$ cat src/rtl/serial_adder_pkg.sv
// serial_adder_pkg: FSM states, mode constants and counter sizing shared by the serial adder.
package serial_adder_pkg;

    typedef enum logic [1:0] {IDLE, RUN, DONE} state_e;

    localparam logic MODE_ADD = 1'b0;
    localparam logic MODE_SUB = 1'b1;

    function automatic int cnt_width(input int steps);
        return (steps < 1) ? 1 : $clog2(steps + 1);
    endfunction

endpackage

$ cat src/rtl/serial_adder_digit_adder.sv
// digit_adder: DIGIT-bit ripple-carry adder; also exposes the carry into its top bit for overflow.
module digit_adder #(
    parameter int DIGIT = 1
) (
    input  logic [DIGIT-1:0] a_i,
    input  logic [DIGIT-1:0] b_i,
    input  logic             cin_i,
    output logic [DIGIT-1:0] sum_o,
    output logic             cout_o,
    output logic             cmsb_o
);

    logic [DIGIT:0] c;

    assign c[0] = cin_i;

    for (genvar g = 0; g < DIGIT; g++) begin : g_fa
        assign sum_o[g] = a_i[g] ^ b_i[g] ^ c[g];
        assign c[g+1]   = (a_i[g] & b_i[g]) | (c[g] & (a_i[g] ^ b_i[g]));
    end

    assign cout_o = c[DIGIT];
    assign cmsb_o = c[DIGIT-1];

endmodule

$ cat src/rtl/serial_adder.sv
// serial_adder: adds or subtracts two WIDTH-bit operands DIGIT bits per cycle, LSB digit first.
module serial_adder
    import serial_adder_pkg::*;
#(
    parameter int WIDTH = 8,
    parameter int DIGIT = 1
) (
    input  logic             clk,
    input  logic             rst_n,
    input  logic             start,
    input  logic [WIDTH-1:0] a,
    input  logic [WIDTH-1:0] b,
    input  logic             carry_in,
    input  logic             sub,
    output logic             busy,
    output logic             done,
    output logic [WIDTH-1:0] sum,
    output logic             carry_out,
    output logic             overflow
);

    localparam int STEPS = WIDTH / DIGIT;
    localparam int CW    = cnt_width(STEPS);

    state_e           state_q, state_d;
    logic [CW-1:0]    cnt_q, cnt_d;
    logic [WIDTH-1:0] a_q, a_d, b_q, b_d, p_q, p_d, sum_q, sum_d;
    logic             c_q, c_d, co_q, co_d, ov_q, ov_d;
    logic [DIGIT-1:0] ds;
    logic             dco, dcm, last;
    logic [WIDTH-1:0] p_next;

    digit_adder #(.DIGIT(DIGIT)) u_digit (
        .a_i   (a_q[DIGIT-1:0]),
        .b_i   (b_q[DIGIT-1:0]),
        .cin_i (c_q),
        .sum_o (ds),
        .cout_o(dco),
        .cmsb_o(dcm)
    );

    // New digit enters at the MSB end; after STEPS shifts the word is fully aligned.
    assign p_next = WIDTH'({ds, p_q} >> DIGIT);
    assign last   = cnt_q == CW'(STEPS - 1);

    always_comb begin
        state_d = state_q;
        cnt_d   = cnt_q;
        a_d     = a_q;
        b_d     = b_q;
        c_d     = c_q;
        p_d     = p_q;
        sum_d   = sum_q;
        co_d    = co_q;
        ov_d    = ov_q;
        case (state_q)
            RUN: begin
                state_d = last ? DONE : RUN;
                cnt_d   = cnt_q + CW'(1);
                a_d     = a_q >> DIGIT;
                b_d     = b_q >> DIGIT;
                c_d     = dco;
                p_d     = p_next;
                sum_d   = last ? p_next : sum_q;
                co_d    = last ? dco : co_q;
                ov_d    = last ? dcm ^ dco : ov_q;
            end
            default: begin
                state_d = start ? RUN : IDLE;
                if (start) begin
                    cnt_d = '0;
                    a_d   = a;
                    b_d   = (sub == MODE_SUB) ? ~b : b;
                    c_d   = (sub == MODE_ADD) ? carry_in : 1'b1;
                    p_d   = '0;
                end
            end
        endcase
    end

    always_ff @(posedge clk or negedge rst_n) begin
        if (!rst_n) begin
            state_q <= IDLE;
            cnt_q   <= '0;
            a_q     <= '0;
            b_q     <= '0;
            c_q     <= 1'b0;
            p_q     <= '0;
            sum_q   <= '0;
            co_q    <= 1'b0;
            ov_q    <= 1'b0;
        end else begin
            state_q <= state_d;
            cnt_q   <= cnt_d;
            a_q     <= a_d;
            b_q     <= b_d;
            c_q     <= c_d;
            p_q     <= p_d;
            sum_q   <= sum_d;
            co_q    <= co_d;
            ov_q    <= ov_d;
        end
    end

    assign busy      = state_q == RUN;
    assign done      = state_q == DONE;
    assign sum       = sum_q;
    assign carry_out = co_q;
    assign overflow  = ov_q;

endmodule

$ cat config.mk
export PLATFORM = sky130hd
export DESIGN_NAME = serial_adder
export DESIGN_NICKNAME = d
export VERILOG_FILES = /design/src/rtl/serial_adder_pkg.sv /design/src/rtl/serial_adder_digit_adder.sv /design/src/rtl/serial_adder.sv
export SDC_FILE = /design/constraint.sdc
export NUM_CORES = 1
export LEC_CHECK = 0
export BUFFER_PORTS_ARGS = -buffer_cell sky130_fd_sc_hd__buf_2
export CORE_UTILIZATION = 55
export DETAILED_ROUTE_END_ITERATION = 10
export PLACE_DENSITY = 0.79
export REMOVE_ABC_BUFFERS = 1
export SLEW_MARGIN = 10
export SYNTH_ARGS = -nofsm -noshare
export SYNTH_HDL_FRONTEND = slang
export SYNTH_SLANG_ARGS = --single-unit
$ cat constraint.sdc
create_clock -name clk -period 1.8 [get_ports clk]
set_input_delay 0.36 -clock clk [delete_from_list [all_inputs] [get_ports clk]]
set_output_delay 0.36 -clock clk [all_outputs]
set_load 0.1 [all_outputs]
==> results by group <==
Cells and area
  – Cell Count, Final, Fillers Out: approximately 240
  – Share of layout cells above drive strength 1: 30.9%
  – Layout net count: between 200 and 250
  – Syn-to-layout area delta: 14.7%
  – Final non-filler cell area: 2130 um2
  – Antenna cells: 0

Worst setup path
  – Kind of cell adding the most delay to the critical path: flip-flops
  – CP arrival: 1.35 ns
  – Critical path class: reg2out
  – Buf/Inv on CP: 2
  – Critical Path Start: state_q[1]
  – Crit end category: output port
  – FF-to-FF setup slack: 0.32 ns
  – FF-to-FF path depth: 3
  – Critical path fanouts, max: 38
  – Delay of the slowest cell on the worst path: 0.43 ns
  – Critical path depth in cells: 3
  – Req. time, crit path: around 1.4 ns
  – Crit path cell chain: nor2b_4 -> buf_8 -> buf_12
  – Startpoint types: flip-flop
  – Critical R2R Capture: overflow
  – Reg-to-Reg Start: c_q
  – Slowest CP cell: dfrtp_1
  – Worst Setup EP: busy

GRT
  – Largest net degree at the start of global routing: 39
  – Global Route Usage Sum: a little over a fifth
  – First-pass GRT wire length: around 5.7 mm
  – Antenna violations before repair: 0
  – Grt ovf: 0
  – Vias in the first global route: about 1300

Timing
  – Fin crit share: ~95%
  – Fin crit period: around 1.7 ns
  – Fin. Hold Viols: 5
  – Maximum operating frequency: slightly below 600 MHz
  – WHS: -0.00490 ns
  – Final Skew: 0.0145 ns
  – Worst-Margin Slew: between 0.5 and 0.6 ns
  – Final setup violation count: 0
  – Max Slew Vio Count: 0
  – Max-slew headroom: just over 60%
  – TNS Setup: 0 ns
  – Unrepaired setup endpoints after global routing: false

Die
  – Top Ports: 33
  – Core Region: 3130 um2
  – Die X: 60.2 um
  – Die area: between 3000 and 4000 um2
  – Row count: 20
  – Die Span Y: 60.2 um
  – Initial Utilization: between 50% and 60%

Detailed routing
  – First-pass iteration count of the detailed router: 2
  – Drt drc: 0
  – Via Count: around 1200
  – Vias/cell: approximately 5.2
  – Wire per inst: around 14 um
  – Antenna viol nets, final: 0
  – Initial DRC count: 27
  – Total Wirelength: 3.25 mm

Clock network
  – CTS tree: yes
  – Clk sinks: 40
  – H-tree levels: 2
  – Worst skew pair latency: around 0.35 ns
  – Clock slew at reported path FFs: about 0.13 ns
  – Clk Tree Root Cell: clkbuf_4
  – Clock buffer depth: 2
  – Post-CTS Hold Fix Bufs: 0
  – CTS Buf Count: 5

Logic synthesis
  – #FFs+latches synth: 40
  – Post-synth EDFFs: 0
  – Syn avg cell area: approximately 12 um2
  – Mapped Cells: between 150 and 200
  – Commonest cells post-synth: 40 x dfrtp_1, 24 x nand2_1, 23 x o21ai_0
  – Post-synth cell types: 25
  – Seq/Total Area, Yosys: a little over half
  – Fraction of registers with async set/reset: between 90% and 100%
  – Synth area leaders: dfrtp_1 54%, mux2i_1 8.6%, mux2_4 6.5%
  – Top-area cell type share of the netlist area: a little over half
  – Yosys Warn Count: 0
  – Top_reg_cell synth: dfrtp_1
  – Area leader, netlist: dfrtp_1
  – Most frequent cell after synthesis: dfrtp_1
  – Mapped Area: 1860 um2

Power
  – Internal power: between 0.002 and 0.0025 W
  – Total Power: a little over 0.004 W
  – PD cells: between 1500 and 2000 nW/um2
  – Switching part of the total: between 40 and 50%
  – Comb pwr share: approximately half
  – Sw Pwr: between 0.0015 and 0.002 W
  – Sequential power share: between 30 and 40%
  – Clock network fraction of total power: roughly an eighth
  – Maximum vdd drop: approximately 0.0011 V
  – P_leak: ~1.1 nW

Placement
  – GP Congestion: ~0.72
  – PortBufs: 32
  – Placed insts: 230
  – Post-Place Cell Area: just over 2000 um2
  – DP HPWL: between 2 and 2.5 mm

Hold path
  – Hold Crit Class: in2async

Job
  – Max_cap viols: 0

Run status
  – Status: finished with violations
  – Violated checks: hold timing
==> cells in the final DEF, fill, tap and decap left out, types with 2 or more instances in the layout <==
master / netlist / final
mux2i_1: 16 / 16
o21ai_0: 23 / 23
buf_2: 4 / 31
clkbuf_4: 0 / 5
mux2_2: 4 / 4
dfrtp_1: 40 / 40
xor2_1: 8 / 8
mux2_4: 8 / 8
buf_4: 0 / 5
nor2_1: 4 / 4
nand2_1: 24 / 24
clkinv_2: 0 / 2
nand2b_1: 9 / 9
==> how the worst min path moves through the flow <==
stage,end,from,cells past startpoint
5_1_grt,b_q[2],rst_n,1
3_5_place_dp,sum[1],rst_n,1
6_report,b_q[1],rst_n,1
3_3_place_gp,sum[0],rst_n,1
2_1_floorplan,a_q[0],rst_n,0
4_1_cts,c_q,rst_n,1
==> stage by stage <==
| stage | utilization [%] | setup WS [ns] |
|---|---|---|
| 6_report | 68.2 | 0.0946 |
| 5_1_grt | 68.2 | 0.00438 |
| 4_1_cts | 68.1 | 0.0655 |
| 3_5_place_dp | 66.0 | 0.348 |
| 3_3_place_gp | 66.0 | 0.384 |
| 2_1_floorplan | - | -0.590 |
==> power by group through the flow <==
stage / registers (W) / logic [W] / clock network [W]
floorplan: 0.00215 / 0.000938 / 0
global placement: 0.00148 / 0.00201 / 0
detailed placement: 0.00151 / 0.00209 / 0
CTS: 0.00149 / 0.00211 / 0.000483
global route: 0.00154 / 0.00229 / 0.000522
finish: 0.00149 / 0.00210 / 0.000479
==> sequential cells by signal, indices dropped and copies added (netlist names) <==
register	cells
cnt_q	4
carry_out	1
overflow	1
state_q	2
c_q	1
a_q	8
b_q	8
p_q	7
sum	8
==> cells by family after synthesis <==
kind of cell	share of synthesized area, %
buffers and inverters	3.77
muxes	17.5
AOI/OAI and AO/OA	7.40
xor gates and xnor gates	4.24
adders and majority gates	1.75
DFF	53.8
and+or+nand+nor	11.6
==> cell type report <==
| type | count | area [um2] |
|---|---|---|
| clock buffers | 6 | 51.3 |
| flip-flops and latches | 40 | 1000 |
| clock inverters | 2 | 10.0 |
| multi-input cells | 108 | 790 |
| repair buffers | 38 | 228 |
| well taps | 44 | 55.1 |
| fillers | 238 | 993 |
==> worst reg2reg max path, stage by stage (launching register included) <==
cell and delay [ns]:
dfrtp_1 0.44, fa_1 0.48, xor2_1 0.18, mux2_4 0.25
==> repair_timing <==
item                                    CTS  global route
endpoints found under the setup margin    1             1
resized for setup                         1             1
pin swaps                                 0             0
cloned                                    0             0
hold endpoints to repair                  0             0
buffers inserted                          0             0
==> routing by layer <==
layer | wire, um | part of all wire, % | GRT usage [%] | vias up
li1 | - | - | - | 603
met2 | 1580 | 49 | 37.0 | 32
met3 | 163 | 5.0 | 7.58 | 5
met4 | 43 | 1.3 | 5.98 | 0
met5 | 0 | 0 | 0 | -
met1 | 1460 | 45 | 26.6 | 607
Power figures use the tool's default switching activity.
